### config.mk
export PLATFORM = sky130hd
export DESIGN_NAME = mult_sequencer_flat
export DESIGN_NICKNAME = d
export VERILOG_FILES = /design/src/rtl/mult_sequencer_if.sv /design/src/rtl/mult_sequencer.sv /design/src/flat_wrapper.sv
export SDC_FILE = /design/constraint.sdc
export NUM_CORES = 1
export LEC_CHECK = 0
export ABC_AREA = 1
export BUFFER_PORTS_ARGS = -buffer_cell sky130_fd_sc_hd__buf_2
export CORE_MARGIN = 1.5
export CORE_UTILIZATION = 25
export DETAILED_ROUTE_END_ITERATION = 8
export PLACE_DENSITY = 0.5
export SYNTH_ARGS = -nofsm -noshare
export SYNTH_HDL_FRONTEND = slang
export SYNTH_SLANG_ARGS = --single-unit
### constraint.sdc
create_clock -name clk -period 2.11 [get_ports clk]
set_input_delay 0.211 -clock clk [delete_from_list [all_inputs] [get_ports clk]]
set_output_delay 0.211 -clock clk [all_outputs]
set_load 0.03 [all_outputs]
### src/rtl/mult_sequencer_if.sv
// Handshake between the sequencer and the iterative multiplier.
// The sequencer is the master: it launches work and supplies signedness.
// The multiplier is the slave: it reports readiness and returns the product.
interface mult_sequencer_if #(
  parameter int unsigned WIDTH = 32
);
  logic               start_mult;
  logic               mult_sign;
  logic               mult_ready;
  logic               mult_done;
  logic [2*WIDTH-1:0] product;

  modport master (
    output start_mult,
    output mult_sign,
    input  mult_ready,
    input  mult_done,
    input  product
  );

  modport slave (
    input  start_mult,
    input  mult_sign,
    output mult_ready,
    output mult_done,
    output product
  );
endinterface

### src/rtl/mult_sequencer.sv
// Multiply sequencer for the execute stage.
// It launches the shared iterative multiplier for mult/multu, holds HI/LO,
// and raises a stall for mfhi/mflo/mult in decode while a multiply is pending.
// A watchdog aborts a multiply that never completes and sets a sticky error.
module mult_sequencer #(
  parameter int unsigned WIDTH   = 32,
  parameter int unsigned TIMEOUT = 64,
  parameter int unsigned CNT_W   = 7
) (
  input  logic             clk,
  input  logic             reset,
  input  logic             mult_d,
  input  logic             mult_sign_d,
  input  logic             mfhi_d,
  input  logic             mflo_d,
  input  logic             stall_d,
  input  logic             flush_e,
  mult_sequencer_if.master mif,
  output logic [WIDTH-1:0] hi_out,
  output logic [WIDTH-1:0] lo_out,
  output logic             mult_stall,
  output logic             busy,
  output logic             timeout_err
);

  typedef enum logic [1:0] {
    S_IDLE  = 2'd0,
    S_START = 2'd1,
    S_BUSY  = 2'd2
  } state_t;

  state_t             r_state;
  state_t             w_next;
  logic [CNT_W-1:0]   r_cnt;
  logic               r_sign;
  logic [WIDTH-1:0]   r_hi;
  logic [WIDTH-1:0]   r_lo;
  logic               r_err;

  logic               w_pending;
  logic               w_stall;
  logic               w_issue;
  logic               w_done_busy;
  logic               w_timeout;
  logic               w_start;
  logic               w_busy;

  // A multiply is still outstanding unless its product arrives this cycle.
  assign w_pending   = (r_state == S_START) ||
                       ((r_state == S_BUSY) && !mif.mult_done);
  assign w_stall     = (mfhi_d || mflo_d || mult_d) && w_pending;
  assign w_issue     = mult_d && !stall_d && !flush_e && !w_stall;
  assign w_done_busy = (r_state == S_BUSY) && mif.mult_done;
  assign w_timeout   = (r_state == S_BUSY) && !mif.mult_done &&
                       (r_cnt == CNT_W'(TIMEOUT - 1));

  // State register.
  always_ff @(posedge clk or posedge reset) begin
    if (reset) begin
      r_state <= S_IDLE;
    end else begin
      r_state <= w_next;
    end
  end

  // Next-state decode.
  always_comb begin
    w_next = r_state;
    case (r_state)
      S_IDLE:  if (w_issue) w_next = S_START;
      S_START: if (mif.mult_ready) w_next = S_BUSY;
      S_BUSY: begin
        // A mult issuing in the done cycle is in execute on the next cycle,
        // so it goes straight to START rather than through an IDLE cycle
        // in which its operands would already have moved on.
        if (mif.mult_done) begin
          w_next = w_issue ? S_START : S_IDLE;
        end else if (w_timeout) begin
          w_next = S_IDLE;
        end
      end
      default: w_next = S_IDLE;
    endcase
  end

  // Output decode from the current state.
  always_comb begin
    w_start = (r_state == S_START) && mif.mult_ready;
    w_busy  = (r_state != S_IDLE);
  end

  // Signedness capture, watchdog counter, HI/LO and sticky timeout flag.
  always_ff @(posedge clk or posedge reset) begin
    if (reset) begin
      r_sign <= 1'b0;
      r_cnt  <= '0;
      r_hi   <= '0;
      r_lo   <= '0;
      r_err  <= 1'b0;
    end else begin
      if (w_issue) begin
        r_sign <= mult_sign_d;
      end
      if ((r_state == S_BUSY) && !mif.mult_done && !w_timeout) begin
        r_cnt <= r_cnt + CNT_W'(1);
      end else begin
        r_cnt <= '0;
      end
      if (w_done_busy) begin
        r_hi <= mif.product[2*WIDTH-1:WIDTH];
        r_lo <= mif.product[WIDTH-1:0];
      end
      if (w_timeout) begin
        r_err <= 1'b1;
      end
    end
  end

  assign mif.start_mult = w_start;
  assign mif.mult_sign  = r_sign;
  assign hi_out         = r_hi;
  assign lo_out         = r_lo;
  assign mult_stall     = w_stall;
  assign busy           = w_busy;
  assign timeout_err    = r_err;

endmodule
### src/flat_wrapper.sv
// flat-port wrapper written by rule: the top's interface ports become plain ports
module mult_sequencer_flat 
#(
  parameter int unsigned WIDTH   = 32,
  parameter int unsigned TIMEOUT = 64,
  parameter int unsigned CNT_W   = 7
)
  (clk, reset, mult_d, mult_sign_d, mfhi_d, mflo_d, stall_d, flush_e, hi_out, lo_out, mult_stall, busy, timeout_err, mif_start_mult, mif_mult_sign, mif_mult_ready, mif_mult_done, mif_product);
  mult_sequencer_if #(.WIDTH(WIDTH)) mif_i ();
  input  logic clk;
  input  logic reset;
  input  logic mult_d;
  input  logic mult_sign_d;
  input  logic mfhi_d;
  input  logic mflo_d;
  input  logic stall_d;
  input  logic flush_e;
  output logic [WIDTH-1:0] hi_out;
  output logic [WIDTH-1:0] lo_out;
  output logic mult_stall;
  output logic busy;
  output logic timeout_err;
  output wire logic [$bits(mif_i.start_mult)-1:0] mif_start_mult;
  output wire logic [$bits(mif_i.mult_sign)-1:0] mif_mult_sign;
  input wire logic [$bits(mif_i.mult_ready)-1:0] mif_mult_ready;
  input wire logic [$bits(mif_i.mult_done)-1:0] mif_mult_done;
  input wire logic [$bits(mif_i.product)-1:0] mif_product;
  assign mif_start_mult = mif_i.start_mult;
  assign mif_mult_sign = mif_i.mult_sign;
  assign mif_i.mult_ready = mif_mult_ready;
  assign mif_i.mult_done = mif_mult_done;
  assign mif_i.product = mif_product;
  mult_sequencer #(.WIDTH(WIDTH), .TIMEOUT(TIMEOUT), .CNT_W(CNT_W)) u_core (.clk(clk), .reset(reset), .mult_d(mult_d), .mult_sign_d(mult_sign_d), .mfhi_d(mfhi_d), .mflo_d(mflo_d), .stall_d(stall_d), .flush_e(flush_e), .mif(mif_i), .hi_out(hi_out), .lo_out(lo_out), .mult_stall(mult_stall), .busy(busy), .timeout_err(timeout_err));
endmodule
-- Word-level counts from Yosys, hierarchy flattened
Cells that the tools add are included.
- register bits after elaboration: 75
- input bits: 74
- word-level logic and storage cells: 40
- $add $sub $neg: 1
- eq/ne operators: 6
- multiplexer cells: 7
- reduce and logical (&&, ||, !) cells: 20
- operators by type and width (operator ; number):
    logical AND 1 bit ; 9
    two-way mux 2 bit ; 4
    adder 7 x 1 -> 7 bit, second input constant ; 1
    equality test 7 x 6 -> 1 bit, second input constant ; 1
    two-way mux 7 bit ; 1
    one-hot mux 2 bit (3 select lines) ; 1
    logical NOT 1 bit ; 5
    logical OR 1 bit ; 3
    inequality test 3 x 2 -> 1 bit, second input constant ; 1
    AND reduction 3 bit ; 1
    equality test 2 x 1 -> 1 bit, second input constant ; 1
    equality test 2 bit, second input constant ; 1
    logical NOT 2 bit ; 1
    inequality test 2 x 1 -> 1 bit, second input constant ; 1
    inequality test 2 bit, second input constant ; 1
    nonzero test 2 bit ; 1
    two-way mux 1 bit ; 1

-- Depth between registers and ports, before layout
Gate-level depths: netlist of the first run.
- depth in word-level cells: 9
- mapped depth: 7
- gate-level depth less buffers: 7

-- Worst setup path after synthesis of the first run
Ideal clock, no wire load.
- kind: register to register
- start point: register u_core.r_cnt[0]
- end point: register u_core.r_state[1]
- library setup time: 0.128 ns
- arrival time: 1.076 ns
- required time: 1.982 ns
- setup slack: 0.906 ns
- stages on the path, launching flop included: 7
- buffers on the path: 0
- period minus slack after synthesis: 1.204 ns
- cell sequence: dfrtp_1 > ha_1 > nand2_1 > nor2_1 > nand2_1 > nand2_2 > o21ai_0
- word-level cells in the longest chain between the ends: 4
- RTL lines (element ; line ; text):
    from (decl) ; mult_sequencer.sv:34 ; logic [CNT_W-1:0] r_cnt;
    from (signal assigned) ; mult_sequencer.sv:105 ; r_cnt <= r_cnt + CNT_W'(1);
    equality test 7 x 6 -> 1 bit ; mult_sequencer.sv:55 ; (r_cnt == CNT_W'(TIMEOUT - 1));
    logical AND 1 bit ; mult_sequencer.sv:54 ; assign w_timeout = (r_state == S_BUSY) && !mif.mult_done &&
    inequality test 3 x 2 -> 1 bit (no source line) ; n/a ;
    AND reduction 3 bit (no source line) ; n/a ;
    to (signal assigned) ; mult_sequencer.sv:62 ; r_state <= w_next;
    to (decl) ; mult_sequencer.sv:32 ; state_t r_state;
No other way between the ends.
A chain may end at the register's enable or synchronous reset.

-- Worst setup path in the final report of the first run
- start point: register u_core.r_state[0]
- end point: output port mult_stall
- word-level cells in the longest chain between the ends: 4
- elaborated cells on any way between the ends: 5
- classes of those cells: eq/ne: 2; reduce/logical: 3
- RTL lines (element ; line ; text):
    equality test 2 bit ; mult_sequencer.sv:50 ; ((r_state == S_BUSY) && !mif.mult_done);
    logical AND 1 bit ; mult_sequencer.sv:50 ;
    logical OR 1 bit * ; mult_sequencer.sv:49 ; assign w_pending = (r_state == S_START) ||
    logical AND 1 bit * ; mult_sequencer.sv:51 ; assign w_stall = (mfhi_d || mflo_d || mult_d) && w_pending;
    to (decl) ; flat_wrapper.sv:20 ; output logic mult_stall;
Mark *: on every way between the ends. The rest lies on a longest branch, timed or not.

==> metrics.cfg, run 1 <==
[synthesis]
synth_seq_cells = 75
netlist_instances = 341
ys_types = 20
synth_common_cells = nand2_1 (83), inv_1 (77), dfrtp_1 (75)
async_reset_ff_frac = 1.00
synthesis.nets = 416
ys_seq_area_frac = 0.595
ys.flop_type = dfrtp_1
synth.most_common_cell = nand2_1
syn_area_mm2 = 0.00315
synth_top_area_frac = 0.595
yosys.area.top_type = dfrtp_1
synth_area_leaders = dfrtp_1 (60%), nand2_1 (9.9%), inv_1 (9.2%), o21ai_1 (7.9%), buf_6 (4.6%)
avgSynthCellArea_um2 = 9.25
synth-edff-count = 0
yosys_warnings = 0

[sta]
min_period_over_period = 0.773
fmax_mhz = 613
fin_tns_setup_ps = 0
setup_viol = 0
post-route-min-period_ps = 1630
hold_slack_ps = 44.8
hold_viol = 0
fin_ws_ps = 478
rsz0062_at_grt = false
slew_violations = 0
finClkSkew_ps = 8.86
maxSlewHeadroom = 0.428
worst_slew_pin_slew_ps = 856

[worst_setup_path]
r2r_slack_ps = 630
critPathKind = reg -> out
crit_required_ps = 1900
crit_top_cell = nand2_1
crit_family = flip-flops
crit_path_top_delay_cell = dfrtp_1
r2r-end = u_core.lo_out[22]
crit_chain = inv_2, nand3_1, nand2_1, nand2_1, inv_1, buf_2
r2r.worst_path.cells = 5
critPathMaxFanout = 4
end_kind = output pin
arrival_ps = 1420
start_kind = flop
critical_path.max_stage_delay_ps = 410
cp.buffers_inverters = 3
r2r-start = u_core.r_state[0]

[pwr]
p_sw_mw = 2.74
peakVddDrop_v = 0.000604
power.leakage_nw = 2.50
internal_power_mw = 3.65
pwr-share-clk = 0.212
combPwrFrac = 0.420
power_frac_seq = 0.368
power.density_mw_per_mm2 = 1500
p_sw_frac = 0.429

[status]
status = completed

[clock_network]
cts_sinks = 75
clock_latency_ps = 330
cts_resized = 0
root_buffer = clkbuf_16
cts_tree = done
cts.path.max_buffers = 2
path_clk_slew_ps = 60
cts_hold_buf = 0
htreeDepth = 3
cts_setup_buffers = 0
numCtsBuffers = 9

[grt]
grt_pass1_vias = 2449
grt_max_degree = 53
antenna_found_initial = 0
grt.total_usage = 0.107
grt-ovfl-total = 0
grt_pass1_wl_um = 11200

[placed_design]
placed_area_mm2 = 0.00401
dpl.hpwl_um = 5180
gp_congestion = 0.765
place_ws_ps = 633
port_buffers = 142

[route]
dr_wl_met3_um = 528
met2RoutedLength_um = 3270
ant_nets = 0
top_layer = met4
drc = 0
routed_wl_um = 6900
first_iter_violations = 87
drt-wirelength-per-cell_um = 10.5
vias_per_cell = 3.91
routed-via-count = 2566
dr.pass1.iters = 4
wl_met1_um = 3000

[die]
num_rows = 40
start_util = 0.259
dieArea_mm2 = 0.0133
die_x_um = 115
io_pins = 143
die_h_um = 115
core_mm2 = 0.0122

[layout]
drive_gt1_frac = 0.364
design_area_mm2 = 0.00427
final_nets = 560
diodes = 0
area.growth.synth_to_final_pct = 35.3

[flow_run]
maxCapViolCount = 0

[worst_hold_path]
hp-class = in -> async

state kept, by name, summed over array words and instances (netlist names):
register	flops
u_core.hi_out	32
u_core.lo_out	32
u_core.r_cnt	7
u_core.r_state	2
u_core.timeout_err	1
u_core.mif.mult_sign	1
cell families (layout without fill, tap and decap cells):
logic type,Yosys count,after routing,synth area share
flip-flops,75,75,0.595
adder cells (fa/ha/maj),1,1,0.00397
AND/OR/NAND/NOR,102,102,0.128
AO/OA/AOI/OAI,71,71,0.131
buffers and inverters,92,240,0.142
power by group through the flow:
stage / registers, mW / logic, mW / clock network (mW)
after floorplan: 3.56 / 0.672 / 0
after global placement: 2.37 / 2.69 / 0
after detailed placement: 2.38 / 2.72 / 0
after CTS: 2.37 / 2.72 / 1.43
after global routing: 2.43 / 2.90 / 1.48
final: 2.35 / 2.68 / 1.35
per-stage QoR:
stage	cells	util	total power, mW
after CTS	657	0.351	6.51
after floorplan	341	-	4.23
after detailed placement	642	0.330	5.10
after global routing	657	0.351	6.81
final	657	0.351	6.39
after global placement	642	0.330	5.06
worst register-to-register path, cell delays in order (launching register included):
cell and delay [ps]:
dfrtp_1 410, inv_2 100, nand3_4 340, buf_12 350, nand2_1 110, o21ai_2 50
worst max-delay path by stage:
stage,depth (start not counted),start,slack [ps],to
2_1_floorplan,6,u_core.r_cnt[0],910,u_core.r_state[1]
3_3_place_gp,5,u_core.r_state[0],640,u_core.hi_out[10]
3_5_place_dp,5,u_core.r_state[0],630,u_core.hi_out[18]
4_1_cts,6,u_core.r_state[0],460,mult_stall
5_1_grt,6,u_core.r_state[0],370,mult_stall
6_report,6,u_core.r_state[0],480,mult_stall
cell usage in the layout (no fill, tap or decap):
cell and n:
buf_2 142, nand2_1 83, inv_1 76, dfrtp_1 75, o21ai_1 50, o21ai_2 14
clkbuf_16 9, nor2_1 8, nand3_1 6, a21oi_1 3, clkinv_2 3, buf_12 3
nor3_1 2, clkbuf_1 2, buf_4 2, inv_2 1, nand3_4 1, nand4_1 1
nand2_2 1, o21a_1 1, a31oi_1 1, clkinvlp_4 1, o21bai_1 1, o21ai_0 1
ha_1 1, clkbuf_8 1
area by class of cell:
class                           count  area, um^2
Clock inverter                      3        15.0
Clock buffer                       12         246
Sequential cell                    75        1880
Inverter                           78         297
Multi-Input combinational cell    174         838
Timing Repair Buffer              147         786
Tap cell                          168         210
Fill cell                        1290        7890
metal layers:
| metal | GRT usage | vias to the layer above |
|---|---|---|
| met1 | 0.124 | 1149 |
| met3 | 0.0401 | 10 |
| li1 | - | 1323 |
| met4 | 0.0403 | 0 |
| met5 | 0 | - |
| met2 | 0.181 | 84 |
(Power assumes the default switching activity.)
==> inputs of run 2 (changes only) <==
==> constraint.sdc (replaced) <==
create_clock -name clk -period 1.48 [get_ports clk]
set_input_delay 0.148 -clock clk [delete_from_list [all_inputs] [get_ports clk]]
set_output_delay 0.148 -clock clk [all_outputs]
set_load 0.03 [all_outputs]
==> metrics.cfg, run 2 (synthesis results as in run 1) <==
[status]
status = completed

[sta]
hold_viol = 0  ; unchanged
maxSlewHeadroom = 0.729  ; +0.301
fmax_mhz = 722
hold_slack_ps = 47.2  ; +2.33 ps
worst_slew_pin_slew_ps = 406  ; -450 ps
post-route-min-period_ps = 1390
fin_tns_setup_ps = 0  ; unchanged
setup_viol = 0  ; unchanged
finClkSkew_ps = 3.87  ; -4.98 ps
rsz0062_at_grt = false
fin_ws_ps = 94.9  ; -384 ps
slew_violations = 0  ; unchanged
min_period_over_period = 0.936

[pwr]
pwr-share-clk = 0.239  ; +0.027
combPwrFrac = 0.407  ; -0.013
p_sw_mw = 3.94  ; +44%
power.density_mw_per_mm2 = 2170  ; +45%
p_total_mw = 9.44  ; +48%
power_frac_seq = 0.354  ; -0.014
internal_power_mw = 5.50  ; +51%
p_sw_frac = 0.418  ; -0.0116
power.leakage_nw = 2.53  ; +1.1%
peakVddDrop_v = 0.000750  ; +24%

[layout]
fillers = 1266  ; -1.9%
mostFrequentLayoutCell = buf_2
drive_gt1_frac = 0.376  ; +0.0120
seqCellArea_mm2 = 0.00188  ; unchanged
diodes = 0  ; unchanged
area.growth.synth_to_final_pct = 38.0
final_nets = 562  ; +0.36%
multiInputGateArea_um2 = 851  ; +1.5%
final_cell_mix = buf_2 (141), nand2_1 (81), dfrtp_1 (75), inv_1 (74), o21ai_1 (50)

[worst_hold_path]
whs_endpoint = u_core.hi_out[16]
hp-class = in -> reg
hp-start = mif_product[48]
min_delay_path_depth = 3

[die]
num_rows = 40  ; unchanged
dieArea_mm2 = 0.0133  ; unchanged
core_mm2 = 0.0122  ; unchanged
start_util = 0.259  ; unchanged
die_x_um = 115  ; unchanged
die_h_um = 115  ; unchanged
io_pins = 143  ; unchanged

[route]
dr.pass1.iters = 5  ; +1
vias_per_cell = 3.90  ; -0.22%
ant_nets = 0  ; unchanged
routed_wl_um = 7070  ; +2.5%
drt-wirelength-per-cell_um = 10.7  ; +2.0%
routed-via-count = 2572  ; +0.23%
drc = 0  ; unchanged
first_iter_violations = 111  ; +28%

[grt]
antenna_found_initial = 0  ; unchanged
grt-ovfl-total = 0  ; unchanged
grt_pass1_wl_um = 11400  ; +2.0%
grt_pass1_vias = 2546  ; +4.0%
grt_max_degree = 76  ; +43%
grt.total_usage = 0.111  ; +0.00360

[placed_design]
port_buffers = 142  ; unchanged
dpl.hpwl_um = 4910  ; -5.2%
gp_congestion = 0.742  ; -3.1%
place_ws_ps = 100  ; -533 ps

[worst_setup_path]
r2r-start = u_core.r_cnt[0]
critPathMaxFanout = 4  ; unchanged
r2r.worst_path.cells = 6  ; +1
crit_required_ps = 1330  ; -570 ps
critPathKind = reg -> out
end_kind = output pin
start_kind = flop
r2r_slack_ps = 180  ; -450 ps
r2r-end = u_core.r_state[1]
arrival_ps = 1240  ; -180 ps

[clock_network]
clock_latency_ps = 330  ; about the same
cts.path.max_buffers = 2  ; unchanged
numCtsBuffers = 9  ; unchanged
cts_tree = done
root_buffer = clkbuf_16
htreeDepth = 3  ; unchanged
path_clk_slew_ps = 50  ; about the same
cts_sinks = 75  ; unchanged

[flow_run]
maxCapViolCount = 0  ; unchanged

==> run 2: cell count changes in the layout (fill, tap and decap cells not counted), moves of 2 or more <==
cell and change:
nand2_2 +2, clkinv_2 -3, inv_2 +2, inv_1 -2, clkbuf_8 +2, nand2_1 -2
==> run 2: what timing repair did <==
action | CTS | global route
hold buffers | 1 | 0
cloned | 0 | 0
pin swaps | 0 | 0
hold endpoints to repair | 75 | 0
setup endpoints to repair | 1 | 3
buffers inserted | 3 | 0
gates resized for setup | 2 | 6
==> run 2: routing by layer <==
| metal | up-vias | GRT usage | share of wire |
|---|---|---|---|
| met5 | - | 0 | 0 |
| met4 | 0 | 0.0527 | 0.015 |
| met3 | 9 | 0.0490 | 0.077 |
| met2 | 83 | 0.180 | 0.46 |
| met1 | 1153 | 0.125 | 0.45 |
| li1 | 1327 | - | - |
==> run 2: worst max-delay path, stage by stage (launching register included) <==
cell and delay (ps):
dfrtp_1 410, inv_2 80, nand3_2 80, nand2_1 90, nand2_2 70, inv_2 60, buf_6 120
==> run 2: area by class of cell <==
class / count / share of cell area
clock buffers: 15 / 0.0638
well taps: 168 / 0.0483
clock inverters: 1 / 0.00690
repair buffers: 149 / 0.186
flip-flops and latches: 75 / 0.431
inverters: 78 / 0.0681
multi-input cells: 174 / 0.196
==> run 2: worst max-delay path by stage <==
stage / startpoint / end / slack, ps / cells after the start
2_1_floorplan: u_core.r_cnt[0] / u_core.r_state[1] / 280 / 6
3_3_place_gp: u_core.r_cnt[0] / u_core.r_state[1] / 160 / 6
3_5_place_dp: u_core.r_cnt[0] / u_core.r_state[1] / 100 / 6
4_1_cts: u_core.r_state[1] / mult_stall / 3 / 6
5_1_grt: u_core.r_state[1] / mult_stall / 10 / 6
6_report: u_core.r_state[0] / mult_stall / 90 / 6
==> run 2: stage by stage <==
stage	utilization	area [um^2]	cells
final	0.358	4350	660
after floorplan	-	3160	341
after global routing	0.358	4350	660
after global placement	0.328	3990	640
after CTS	0.357	4340	660
after detailed placement	0.328	3990	640
==> run 2: power groups by stage <==
| stage | logic [mW] | registers [mW] | clock network, mW |
|---|---|---|---|
| 2_1_floorplan | 0.958 | 5.08 | 0 |
| 3_3_place_gp | 3.85 | 3.34 | 0 |
| 3_5_place_dp | 3.87 | 3.37 | 0 |
| 4_1_cts | 3.89 | 3.36 | 2.35 |
| 5_1_grt | 4.17 | 3.46 | 2.43 |
| 6_report | 3.84 | 3.34 | 2.26 |
